<file path="src/rtl/fir_mac_sequencer_pkg.sv">
// Shared types and width helpers for the time-multiplexed FIR MAC sequencer.
package fir_pkg;

  typedef enum logic [2:0] {
    IDLE,
    WRITE,
    MAC,
    DRAIN,
    DONE
  } seq_state_e;

  // ADDR_W = clog2(TAPS), CNT_W = clog2(DIV); functions so each instance sizes itself
  function automatic int addr_w(input int taps);
    return (taps <= 2) ? 1 : $clog2(taps);
  endfunction

  function automatic int cnt_w(input int div);
    return (div <= 2) ? 1 : $clog2(div);
  endfunction

endpackage

</file>
<file path="src/rtl/fir_mac_sequencer_if.sv">
// Handshake bundle between the FIR sequencer (master) and the datapath/stimulus side (slave).
interface fir_mac_sequencer_if #(
  parameter int TAPS   = 16,
  parameter int DATA_W = 16
);
  import fir_pkg::*;

  localparam int AW = addr_w(TAPS);

  logic              en;
  logic [DATA_W-1:0] sample_in;
  logic              clr_ovr;
  logic              dl_wr_en;
  logic [AW-1:0]     dl_wr_addr;
  logic [DATA_W-1:0] dl_wr_data;
  logic [AW-1:0]     dl_rd_addr;
  logic [AW-1:0]     coef_addr;
  logic              acc_en;
  logic              acc_clr;
  logic              busy;
  logic              y_valid;
  logic              ovr;
  logic              clk_out;

  modport master (
    input  en, sample_in, clr_ovr,
    output dl_wr_en, dl_wr_addr, dl_wr_data, dl_rd_addr, coef_addr,
           acc_en, acc_clr, busy, y_valid, ovr, clk_out
  );

  modport slave (
    output en, sample_in, clr_ovr,
    input  dl_wr_en, dl_wr_addr, dl_wr_data, dl_rd_addr, coef_addr,
           acc_en, acc_clr, busy, y_valid, ovr, clk_out
  );

endinterface

</file>
<file path="src/rtl/fir_mac_sequencer_tick_gen.sv">
// Sample-rate divider: one-cycle tick every DIV enabled cycles.
// FIR_SEQ_CLKOUT_EN builds a clk_out flop that toggles on every tick.
module fir_tick_gen
  import fir_pkg::*;
#(
  parameter int DIV = 126
) (
  input  logic clk_in,
  input  logic reset_n,
  input  logic en_i,
  output logic tick_o,
  output logic clk_out_o
);

  localparam int CW = cnt_w(DIV);

  logic [CW-1:0] cnt_q, cnt_d;

  assign tick_o = en_i && (cnt_q == CW'(DIV - 1));

  always_comb begin
    cnt_d = '0;
    if (en_i) cnt_d = tick_o ? '0 : cnt_q + 1'b1;
  end

  always_ff @(posedge clk_in) begin
    if (!reset_n) cnt_q <= '0;
    else          cnt_q <= cnt_d;
  end

`ifdef FIR_SEQ_CLKOUT_EN
  logic clk_out_q;

  always_ff @(posedge clk_in) begin
    if (!reset_n)    clk_out_q <= 1'b0;
    else if (tick_o) clk_out_q <= ~clk_out_q;
  end

  assign clk_out_o = clk_out_q;
`else
  assign clk_out_o = 1'b0;
`endif

endmodule

</file>
<file path="src/rtl/fir_mac_sequencer.sv">
// Sequences one shared MAC over a circular delay line: capture, write, TAPS MACs, drain, strobe.
// Optional FIR_SEQ_CLKOUT_EN enables the clk_out square wave in fir_tick_gen.
module fir_mac_sequencer
  import fir_pkg::*;
#(
  parameter int TAPS    = 16,
  parameter int DATA_W  = 16,
  parameter int DIV     = 126,
  parameter int MAC_LAT = 2
) (
  input  logic                clk_in,
  input  logic                reset_n,
  fir_mac_sequencer_if.master bus
);

  localparam int AW = addr_w(TAPS);
  localparam int LW = (MAC_LAT > 1) ? $clog2(MAC_LAT) : 1;

  seq_state_e        state_q;
  logic [AW-1:0]     wptr_q, last_q, k_q;
  logic [AW-1:0]     wr_addr_q, rd_addr_q, coef_q;
  logic [LW-1:0]     drain_q;
  logic [DATA_W-1:0] sample_q;
  logic              wr_en_q, acc_en_q, acc_clr_q, busy_q, y_valid_q, ovr_q;
  logic              tick, clk_out;

  fir_tick_gen #(.DIV(DIV)) u_tick (
    .clk_in    (clk_in),
    .reset_n   (reset_n),
    .en_i      (bus.en),
    .tick_o    (tick),
    .clk_out_o (clk_out)
  );

  always_ff @(posedge clk_in) begin
    if (!reset_n) begin
      state_q   <= IDLE;
      wptr_q    <= '0;
      last_q    <= '0;
      k_q       <= '0;
      wr_addr_q <= '0;
      rd_addr_q <= '0;
      coef_q    <= '0;
      drain_q   <= '0;
      sample_q  <= '0;
      wr_en_q   <= 1'b0;
      acc_en_q  <= 1'b0;
      acc_clr_q <= 1'b0;
      busy_q    <= 1'b0;
      y_valid_q <= 1'b0;
      ovr_q     <= 1'b0;
    end else begin
      wr_en_q   <= 1'b0;
      acc_en_q  <= 1'b0;
      acc_clr_q <= 1'b0;
      y_valid_q <= 1'b0;

      // a tick while busy (DONE included) is dropped; setting beats clearing
      if (tick && state_q != IDLE) ovr_q <= 1'b1;
      else if (bus.clr_ovr)        ovr_q <= 1'b0;

      case (state_q)
        IDLE: begin
          if (tick) begin
            sample_q  <= bus.sample_in;
            wr_en_q   <= 1'b1;
            wr_addr_q <= wptr_q;
            busy_q    <= 1'b1;
            state_q   <= WRITE;
          end
        end
        WRITE: begin
          last_q    <= wptr_q;
          wptr_q    <= wptr_q + 1'b1;
          wr_addr_q <= '0;
          k_q       <= '0;
          acc_en_q  <= 1'b1;
          acc_clr_q <= 1'b1;
          coef_q    <= '0;
          rd_addr_q <= wptr_q;
          state_q   <= MAC;
        end
        MAC: begin
          if (k_q == AW'(TAPS - 1)) begin
            rd_addr_q <= '0;
            coef_q    <= '0;
            if (MAC_LAT == 0) begin
              y_valid_q <= 1'b1;
              state_q   <= DONE;
            end else begin
              drain_q <= LW'(MAC_LAT - 1);
              state_q <= DRAIN;
            end
          end else begin
            k_q       <= k_q + 1'b1;
            acc_en_q  <= 1'b1;
            coef_q    <= k_q + 1'b1;
            rd_addr_q <= last_q - (k_q + 1'b1);
          end
        end
        DRAIN: begin
          if (drain_q == '0) begin
            y_valid_q <= 1'b1;
            state_q   <= DONE;
          end else begin
            drain_q <= drain_q - 1'b1;
          end
        end
        DONE: begin
          busy_q  <= 1'b0;
          state_q <= IDLE;
        end
        default: state_q <= IDLE;
      endcase
    end
  end

  assign bus.dl_wr_en   = wr_en_q;
  assign bus.dl_wr_addr = wr_addr_q;
  assign bus.dl_wr_data = sample_q;
  assign bus.dl_rd_addr = rd_addr_q;
  assign bus.coef_addr  = coef_q;
  assign bus.acc_en     = acc_en_q;
  assign bus.acc_clr    = acc_clr_q;
  assign bus.busy       = busy_q;
  assign bus.y_valid    = y_valid_q;
  assign bus.ovr        = ovr_q;
  assign bus.clk_out    = clk_out;

endmodule
</file>
<file path="src/flat_wrapper.sv">
// flat-port wrapper written by rule: the top's interface ports become plain ports
module fir_mac_sequencer_flat import fir_pkg::*;
#(
  parameter int TAPS    = 16,
  parameter int DATA_W  = 16,
  parameter int DIV     = 126,
  parameter int MAC_LAT = 2
)
  (clk_in, reset_n, bus_en, bus_sample_in, bus_clr_ovr, bus_dl_wr_en, bus_dl_wr_addr, bus_dl_wr_data, bus_dl_rd_addr, bus_coef_addr, bus_acc_en, bus_acc_clr, bus_busy, bus_y_valid, bus_ovr, bus_clk_out);
  fir_mac_sequencer_if #(.TAPS(TAPS), .DATA_W(DATA_W)) bus_i ();
  input  logic clk_in;
  input  logic reset_n;
  input wire logic [$bits(bus_i.en)-1:0] bus_en;
  input wire logic [$bits(bus_i.sample_in)-1:0] bus_sample_in;
  input wire logic [$bits(bus_i.clr_ovr)-1:0] bus_clr_ovr;
  output wire logic [$bits(bus_i.dl_wr_en)-1:0] bus_dl_wr_en;
  output wire logic [$bits(bus_i.dl_wr_addr)-1:0] bus_dl_wr_addr;
  output wire logic [$bits(bus_i.dl_wr_data)-1:0] bus_dl_wr_data;
  output wire logic [$bits(bus_i.dl_rd_addr)-1:0] bus_dl_rd_addr;
  output wire logic [$bits(bus_i.coef_addr)-1:0] bus_coef_addr;
  output wire logic [$bits(bus_i.acc_en)-1:0] bus_acc_en;
  output wire logic [$bits(bus_i.acc_clr)-1:0] bus_acc_clr;
  output wire logic [$bits(bus_i.busy)-1:0] bus_busy;
  output wire logic [$bits(bus_i.y_valid)-1:0] bus_y_valid;
  output wire logic [$bits(bus_i.ovr)-1:0] bus_ovr;
  output wire logic [$bits(bus_i.clk_out)-1:0] bus_clk_out;
  assign bus_i.en = bus_en;
  assign bus_i.sample_in = bus_sample_in;
  assign bus_i.clr_ovr = bus_clr_ovr;
  assign bus_dl_wr_en = bus_i.dl_wr_en;
  assign bus_dl_wr_addr = bus_i.dl_wr_addr;
  assign bus_dl_wr_data = bus_i.dl_wr_data;
  assign bus_dl_rd_addr = bus_i.dl_rd_addr;
  assign bus_coef_addr = bus_i.coef_addr;
  assign bus_acc_en = bus_i.acc_en;
  assign bus_acc_clr = bus_i.acc_clr;
  assign bus_busy = bus_i.busy;
  assign bus_y_valid = bus_i.y_valid;
  assign bus_ovr = bus_i.ovr;
  assign bus_clk_out = bus_i.clk_out;
  fir_mac_sequencer #(.TAPS(TAPS), .DATA_W(DATA_W), .DIV(DIV), .MAC_LAT(MAC_LAT)) u_core (.clk_in(clk_in), .reset_n(reset_n), .bus(bus_i));
endmodule
</file>
<file path="config.mk">
export PLATFORM = sky130hd
export DESIGN_NAME = fir_mac_sequencer_flat
export DESIGN_NICKNAME = d
export VERILOG_FILES = /design/src/rtl/fir_mac_sequencer_pkg.sv /design/src/rtl/fir_mac_sequencer_if.sv /design/src/rtl/fir_mac_sequencer_tick_gen.sv /design/src/rtl/fir_mac_sequencer.sv /design/src/flat_wrapper.sv
export SDC_FILE = /design/constraint.sdc
export NUM_CORES = 1
export LEC_CHECK = 0
export BUFFER_PORTS_ARGS = -buffer_cell sky130_fd_sc_hd__buf_4
export CAP_MARGIN = 20
export CORE_MARGIN = 2
export CORE_UTILIZATION = 35
export DETAILED_ROUTE_END_ITERATION = 12
export SLEW_MARGIN = 5
export SYNTH_ARGS = -nofsm -noshare
export SYNTH_HDL_FRONTEND = slang
export SYNTH_SLANG_ARGS = --single-unit
export TNS_END_PERCENT = 30
</file>
<file path="constraint.sdc">
create_clock -name clk_in -period 4 [get_ports clk_in]
set_clock_uncertainty 0.15 [all_clocks]
set_input_delay 0.4 -clock clk_in [delete_from_list [all_inputs] [get_ports clk_in]]
set_output_delay 0.4 -clock clk_in [all_outputs]
set_load 0.02 [all_outputs]
</file>
[After elaboration in Yosys (flattened, before gate mapping)]
Index checks and enable logic that the tools add are counted.
Word-level totals
  flip-flop bits (word level): 57
  logic and storage cells: 75
  bits of input ports: 20
Cells by class
  eq/ne operators: 10
  reductions and logical operators: 18
  mux-type cells: 24
  add/subtract/negate cells: 5
  bitwise operators: 2
Operators by type and width (number)
  $pmux W4 S2: 4
  $mux W4: 4
  $reduce_and A2 Y1: 7
  $pmux W3 S4: 1
  $reduce_bool A2 Y1: 5
  $mux W1: 9
  $mux W3: 3
  $add A4 B1 Y4 const B: 2
  $add A7 B1 Y7 const B: 1
  $eq A7 B7 Y1 const B: 1
  $eq A3 B2 Y1 const B: 2
  $pmux W1 S2: 3
  $eq A4 B4 Y1 const B: 1
  $ne A2 B1 Y1 const B: 2
  $ne A2 B2 Y1 const B: 2
  $sub A4 B4 Y4: 1
  $eq A3 B1 Y1 const B: 1
  $eq A3 B3 Y1 const B: 1
  $logic_not A3 Y1: 1
  $reduce_and A3 Y1: 1
  $reduce_bool A3 Y1: 1
  $reduce_or A3 Y1: 1
  $logic_and A1 B1 Y1: 2
  $not A1 Y1: 2
  $sub A1 B1 Y1 const B: 1

[Depth between registers and ports, before layout]
Gate-level depths: netlist of the first run.
  word-level depth: 4
  gate-level depth with buffers: 7

[By module]
From an unflattened synthesis of the first run, not the netlist that was laid out.
Second synthesis, totals
  cell total of the unflattened synthesis: 278
  area, all modules: 2351.0 µm²
By module, submodules not included
  fir_mac_sequencer: instances 1, sequential area each 1001.0 µm², area each 2028.2 µm², cells an instance 242
  fir_tick_gen: instances 1, sequential area each 140.1 µm², area each 322.8 µm², cells an instance 36

[Worst setup path after synthesis of the first run]
OpenSTA, ideal clock, no wires.
  kind: register -> register
  from: register u_core.k_q[0]
  to: register u_core.rd_addr_q[3], in the netlist u_core.bus.dl_rd_addr[3]
  setup time: 138 ps
  data arrival time: 1631 ps
  clock period less this slack: 1919 ps
  data required time: 3712 ps
  slack: 2081 ps
  buffers on the path: 0
  cell stages (with the launch flop): 8
  cells stage by stage: dfxtp_1 > ha_1 > xnor2_1 > ha_1 > and3b_1 > o21ai_0 > nor2b_1 > o221ai_1
Between the ends
  longest elaborated chain between the ends: 4
  elaborated cells on any way between the ends: 5
  classes of those cells: add/sub (2); eq/ne (1); mux (2)
RTL lines
  start, declared: line fir_mac_sequencer.sv:20  | logic [AW-1:0] wptr_q, last_q, k_q;
  start signal, assigned: line fir_mac_sequencer.sv:95  | k_q <= k_q + 1'b1;
  $add A4 B1 Y4: line fir_mac_sequencer.sv:98  | rd_addr_q <= last_q - (k_q + 1'b1);
  $sub A4 B4 Y4: line fir_mac_sequencer.sv:98
  $mux W4 *: line fir_mac_sequencer.sv:84  | if (k_q == AW'(TAPS - 1)) begin
  $pmux W4 S2 *: line fir_mac_sequencer.sv:62  | case (state_q)
  end signal, assigned: line fir_mac_sequencer.sv:80  | rd_addr_q <= wptr_q;
  end signal, assigned: line fir_mac_sequencer.sv:98
  end, declared: line fir_mac_sequencer.sv:21  | logic [AW-1:0] wr_addr_q, rd_addr_q, coef_q;
Every way passes the cells marked *; elsewhere a longest branch is shown, timed or not.
A chain may end at the register's enable or synchronous reset.

[Worst setup path in the final report of the first run]
  from: register u_core.state_q[2]
  to: register u_core.sample_q[7], in the netlist u_core.bus.dl_wr_data[7]
Between the ends
  longest elaborated chain between the ends: 2
RTL lines
  start, declared: line fir_mac_sequencer.sv:19  | seq_state_e state_q;
  start signal, assigned: line fir_mac_sequencer.sv:37  | state_q <= IDLE;
  start signal, assigned: line fir_mac_sequencer.sv:69  | state_q <= WRITE;
  start signal, assigned: line fir_mac_sequencer.sv:81  | state_q <= MAC;
  $logic_not A3 Y1: line fir_mac_sequencer.sv:62
  $reduce_and A2 Y1 (no source line)
  end signal, assigned: line fir_mac_sequencer.sv:65  | sample_q <= bus.sample_in;
  end, declared: line fir_mac_sequencer.sv:23  | logic [DATA_W-1:0] sample_q;
No other way between the ends.

==> results of run 1 <==
-- power breakdown --
part,switching (mW),internal (mW),total [mW]
clock,0.218,0.364,0.582
combinational,0.0738,0.0571,0.131
sequential,0.0188,0.583,0.601
-- stage by stage --
step / hold slack (ns) / cell area [um^2] / total power [mW] / utilization, %
after floorplan: 0.2863 / 2377 / 0.6962 / -
after global placement: 0.2963 / 2816 / 0.7447 / 42.15
after detailed placement: 0.2975 / 2816 / 0.7450 / 42.15
after CTS: 0.1596 / 3027 / 1.329 / 45.30
after global routing: 0.1708 / 3027 / 1.368 / 45.30
final: 0.1679 / 3027 / 1.314 / 45.30
-- cells in the final DEF, fill, tap and decap left out, types with 2 or more instances in the layout --
cell       synthesis  final
clkbuf_8           0     10
nand2_1           57     57
o21a_1             3      3
xor2_1             5      5
nand2b_1           2      2
nand3_1            9      9
a21oi_1           36     36
o21ai_0            6      6
a211oi_1           3      3
a22oi_1            4      4
a22o_1             3      3
xnor2_1            5      5
clkbuf_1           9      2
buf_4              2     55
inv_1              7      7
or3_1              3      3
dfxtp_1           57     57
bufinv_16          0      2
nor3b_1            2      2
ha_1               7      7
and3_1             6      6
nor2_1            23     23
and2_1             2      2
nor3_1             4      4
nor2b_1            4      4
-- tightest hold or removal path, cell delays in order --
cell and delay, ns:
buf_4 0.11, nand2_1 0.04, a21oi_1 0.05
-- state kept, by name, summed over array words and instances, names as in the netlist --
name,count
u_core.state_q,3
u_core.wptr_q,4
u_core.u_tick.cnt_q,7
u_core.bus.coef_addr,4
u_core.bus.dl_wr_addr,4
u_core.bus.y_valid,1
u_core.bus.acc_clr,1
u_core.bus.dl_rd_addr,4
u_core.bus.dl_wr_data,16
u_core.bus.busy,1
u_core.drain_q,1
u_core.last_q,4
u_core.k_q,4
u_core.bus.dl_wr_en,1
u_core.bus.ovr,1
u_core.bus.acc_en,1
-- cell families (layout without fill, tap and decap cells) --
family | Yosys count | count (layout)
other | 1 | 1
xor gates and xnor gates | 10 | 10
buffers and inverters | 23 | 77
AOI/OAI and AO/OA | 63 | 63
muxes | 1 | 1
and+or+nand+nor | 120 | 120
DFF | 57 | 57
adders and majority gates | 8 | 8
-- path summary, 6_finish.rpt --
path         slack, ns                         to                      from  cells after the start
max               1.82   u_core.bus.dl_wr_data[7]         u_core.state_q[2]                      4
min               0.17  u_core.bus.dl_wr_data[12]         bus_sample_in[12]                      3
max reg2reg       1.82   u_core.bus.dl_wr_data[7]         u_core.state_q[2]                      4
min reg2reg       0.30   u_core.bus.dl_wr_addr[1]  u_core.bus.dl_wr_addr[1]                      2
-- synthesized netlist by cell type (all sizes together), types with 5 or more instances --
cell | instances | area share [%]
xnor2 | 5 | 1.8
ha | 7 | 3.7
clkbuf | 9 | 1.4
nand2 | 57 | 9.0
dfxtp | 57 | 48
nand3 | 9 | 1.9
xor2 | 5 | 1.8
nor2 | 24 | 3.9
and3 | 6 | 1.6
buf | 7 | 1.7
inv | 7 | 1.1
a21oi | 36 | 7.6
o21ai | 6 | 1.3
-- layout make-up --
class / count / area (um^2) / area share (%)
flip-flops and latches: 57 / 1141 / 37.70
multi-input cells: 203 / 1136 / 37.54
repair buffers: 55 / 412.9 / 13.64
clock inverters: 3 / 65.06 / 2.150
clock buffers: 12 / 145.1 / 4.795
inverters: 7 / 26.28 / 0.8681
well taps: 80 / 100.1 / 3.307
-- metal layers --
| metal | share of wire [%] | GRT usage, % | routed length (um) |
|---|---|---|---|
| met3 | 5.1 | 3.905 | 276 |
| met2 | 45 | 24.55 | 2482 |
| met4 | 1.6 | 6.818 | 87 |
| met5 | 0 | 0 | 0 |
| met1 | 48 | 19.13 | 2612 |
==> summary.md, run 1 <==
| Metric | Value |
|---|---|
| Post-Synth Simple-Gate Area | `23.16%` |
| Fin cells | `417` |
| Max VDD drop | `0.1818 mV` |
| Setup TNS | `0 ns` |
| Slowest-stage cell, CP | `nand3_1` |
| Complex-gate fraction of the synthesized area | `15.84%` |
| Clk buf depth | `2` |
| Worst-Margin Slew | `0.8138 ns` |
| Pwr dens | `434.3 nW/um^2` |
| CP max stage delay | `0.65 ns` |
| Post-synthesis mux area share | `0.4211%` |
| Post-synth ARST share | `0%` |
| First-pass GRT wire length | `8.921 mm` |
| Antenna diodes | `0` |
| Num rows | `30` |
| Share of layout cells above drive strength 1 | `20.77%` |
| CP required | `4.03 ns` |
| CP Capture Type | `flip-flop` |
| EDFF count, synth | `0` |
| Static leakage | `1.209 nW` |
| Xor/xnor share of the synthesized area | `3.684%` |
| Rel. slew slack | `45.68%` |
| Detailed placer's ending HPWL | `3.825 mm` |
| Fmax | `458.7 MHz` |
| Clk sinks | `57` |
| # IOs | `55` |
| Buf/Inv on CP | `0` |
| Cell variety after synth | `43` |
| Number of buffers created by CTS | `9` |
| Tcrit/Tclk final | `54.50%` |
| DRT antenna net count | `0` |
| PortBufs | `53` |
| Wire per inst | `13.09 um` |
| Largest delay share family, worst path | `simple AND/OR/NAND/NOR gates` |
| Die H | `86.42 um` |
| Ys flop type | `dfxtp_1` |
| Largest family of logic cells by synthesized area | `simple AND/OR/NAND/NOR gates` |
| Final worst slack | `1.820 ns` |
| Gpl congestion | `0.8108` |
| Final setup vio count | `0` |
| Startpoint Class | `flip-flop` |
| Final #Nets | `361` |
| Tot GR Track Use | `15.21%` |
| Core area | `6681 um^2` |
| Die area | `7468 um^2` |
| Drt total wl | `5.458 mm` |
| Cell count after synthesis | `283` |
| Placed cell count | `402` |
| Starting Density | `35.58%` |
| CP Cell Sequence | `nor3_1 > nand3_1 > nand2_1 > a21oi_1` |
| Final hold violations | `0` |
| CTS tree | `done` |
| Crit path DAT | `2.21 ns` |
| Vias in the first global route | `1,995` |
| Mapped Avg Cell Area | `8.400 um^2` |
| Status | `completed` |
| Worst-Skew Late Latency | `0.33 ns` |
| # fillers | `685` |
| H-tree depth reported by CTS | `3` |
| Dpl ws | `1.812 ns` |
| Mapped Nets | `311` |
| YS warnings | `0` |
| Initial antenna violation count | `0` |
| Crit Path Max Fanout | `20` |
| Synth-to-layout area growth | `27.32%` |
| DR vias/cell | `4.988` |
| Clk root buf | `clkbuf_8` |
| Clk slew on worst S/H paths | `0.06 ns` |
| Die Wd | `86.42 um` |
| DRT iter0 DRCs | `60` |
| RSZ-0062 raised after global routing | `no` |
| GRT overflow | `0` |
| Hold Path Class | `input pin to flip-flop` |
| Register area share after synthesis | `48.00%` |
| DRC errors left | `0` |
| First-pass DRT Iterations | `4` |
| Min cycle time layout | `2.180 ns` |
| CTS resizes | `0` |
| Post-Synth Adder-Cell Area | `4.526%` |
| Mapped Area | `2377 um^2` |
| Post-CTS setup buffer count | `0` |
| Max Slew Vio Count | `0` |
| Register bit total from synthesis | `57` |
| Max-Cap Viols | `0` |
| Crit path kind | `flip-flop to flip-flop` |
| Hold-fix buffers, CTS | `0` |
| Vias | `2,080` |
| Pin count of the biggest net entering global routing | `26` |
No activity file was read; power rests on OpenSTA's default activity.
==> run 2, diff against run 1 <==
==> constraint.sdc (replaced) <==
create_clock -name clk_in -period 1.9 [get_ports clk_in]
set_clock_uncertainty 0.15 [all_clocks]
set_input_delay 0.19 -clock clk_in [delete_from_list [all_inputs] [get_ports clk_in]]
set_output_delay 0.19 -clock clk_in [all_outputs]
set_load 0.02 [all_outputs]
==> run 2 against run 1 <==
  * Sequential power rose by 110%
  * Clock power is 87% higher
  * Cell count grew 8.2%
  * Combinational power rose to 2.7 times the previous value
  * Worst hold slack worse by 0.16 ns
  * Design area rose by 11%
  * First-iteration DRC count rose by 97%
  * Sequential cell count stayed put
  * Global-route usage grew 1.5 points
  * Wire length increased by 8.1%
  * Via count up 4.9%
  * Utilization up 4.9 points
==> summary.md, run 2 (synthesis gave the netlist of run 1 again) <==
| Metric | Value |
|---|---|
| Status | `completed` |
| Largest delay share family, worst path | `adder cells` |
| Final hold violations | `0` |
| DR vias/cell | `4.838` |
| Tcrit/Tclk final | `97.55%` |
| Crit path kind | `flip-flop to flip-flop` |
| Hold Path Class | `input pin to flip-flop` |
| Buf/Inv on CP | `0` |
| Max VDD drop | `0.4989 mV` |
| CP required | `1.97 ns` |
| Tot GR Track Use | `16.69%` |
| Slowest-stage cell, CP | `dfxtp_4` |
| Crit path DAT | `1.92 ns` |
| Worst-Skew Late Latency | `0.33 ns` |
| DRT antenna net count | `0` |
| Startpoint Class | `flip-flop` |
| First-pass GRT wire length | `9.729 mm` |
| Share of layout cells above drive strength 1 | `25.07%` |
| Max-Cap Viols | `0` |
| Starting Density | `35.58%` |
| Synth-to-layout area growth | `40.95%` |
| Initial antenna violation count | `0` |
| Final Cell Area | `3351 um^2` |
| DRT iter0 DRCs | `118` |
| Most frequent cells in the layout | `buf_4, nand2_1, dfxtp_1` |
| CP Cell Sequence | `ha_4 > xnor2_2 > ha_1 > a21o_1 > nor3_2 > nand4b_1 > o221ai_1` |
| Placed cell count | `418` |
| Max Slew Vio Count | `0` |
| Gpl congestion | `0.7522` |
| # IOs | `55` |
| Detailed placer's ending HPWL | `3.885 mm` |
| Number of flip-flops in the largest register | `16` |
| Core area | `6681 um^2` |
| Fin cells | `451` |
| CTS tree | `done` |
| RSZ-0062 raised after global routing | `yes` |
| Vias in the first global route | `2,121` |
| Post-CTS setup buffer count | `0` |
| Die Wd | `86.42 um` |
| Clk buf depth | `2` |
| Num rows | `30` |
| Min cycle time layout | `1.853 ns` |
| Number of buffers created by CTS | `9` |
| Drt total wl | `5.902 mm` |
| GRT overflow | `0` |
| Commonest non-fill, non-tap cell in the layout | `buf_4` |
| Total power | `2.693 mW` |
| Final setup vio count | `0` |
| Pin count of the biggest net entering global routing | `31` |
| Pwr dens | `803.6 nW/um^2` |
| DRC errors left | `0` |
| Antenna diodes | `0` |
| Static leakage | `1.363 nW` |
| Final #Nets | `394` |
| CP max stage delay | `0.36 ns` |
| Die area | `7468 um^2` |
| Clk root buf | `clkbuf_8` |
| Crit Path Max Fanout | `3` |
| CP Capture Type | `flip-flop` |
| First-pass DRT Iterations | `5` |
| Wire per inst | `13.09 um` |
| Post-DP Area | `2967 um^2` |
| Clk sinks | `57` |
| Die H | `86.42 um` |
| H-tree depth reported by CTS | `3` |
| Clk slew on worst S/H paths | `0.07 ns` |
| PortBufs | `53` |
| Vias | `2,182` |
| Util after Layout | `50.15%` |
| Fmax | `539.5 MHz` |
## run 2: final cells by class
| type | instances | area, um^2 |
|---|---|---|
| repair buffers | 88 | 728.2 |
| fillers | 652 | 3331 |
| clock inverters | 6 | 58.81 |
| multi-input cells | 203 | 1165 |
| well taps | 80 | 100.1 |
| inverters | 7 | 26.28 |
| flip-flops and latches | 57 | 1145 |
| clock buffers | 10 | 127.6 |
## run 2: final timing paths
kind	start	endpoint	slack (ns)	depth (start not counted)
max	u_core.k_q[0]	u_core.bus.dl_rd_addr[3]	0.05	7
min	reset_n	u_core.k_q[0]	0.005	2
max reg2reg	u_core.k_q[0]	u_core.bus.dl_rd_addr[3]	0.05	7
min reg2reg	u_core.bus.dl_wr_data[13]	u_core.bus.dl_wr_data[13]	0.31	2
## run 2: power by group
| part | leakage (nW) | internal, mW | switching (mW) |
|---|---|---|---|
| Sequential | 0.461 | 1.23 | 0.0309 |
| Clock | 0.0998 | 0.598 | 0.488 |
| Combinational | 0.802 | 0.170 | 0.179 |
| Total | 1.36 | 2.00 | 0.697 |
## run 2: routing by layer
layer  global-route usage [%]  vias to the layer above  wire (um)
met5                        0                        -          0
met2                    25.59                       38       2729
met3                    3.810                       10        244
met4                    9.091                        0        128
met1                    21.75                     1005       2799
li1                         -                     1129          -
## run 2: worst reg2reg max path, cell delays in order, from the launching register on
cell,delay (ns)
dfxtp_4,0.36
ha_4,0.17
xnor2_2,0.13
ha_1,0.31
a21o_1,0.20
nor3_2,0.18
nand4b_1,0.13
o221ai_1,0.10
## run 2: repair_timing
action                     4_1_cts  5_1_grt
hold buffers                    17        0
setup endpoints to repair        1        5
resized for setup                2        4
hold endpoints to repair        18        0
pin swaps                        2        1
## run 2: through the flow
step	setup WS (ns)	TNS (ns)	hold slack, ns
2_1_floorplan	0.01169	0	0.1760
3_3_place_gp	0.01191	0	0.2891
3_5_place_dp	-0.02315	-0.02315	0.2995
4_1_cts	0.02433	0	0.008064
5_1_grt	-0.04598	-0.08537	-0.004803
6_report	0.04656	0	0.004912
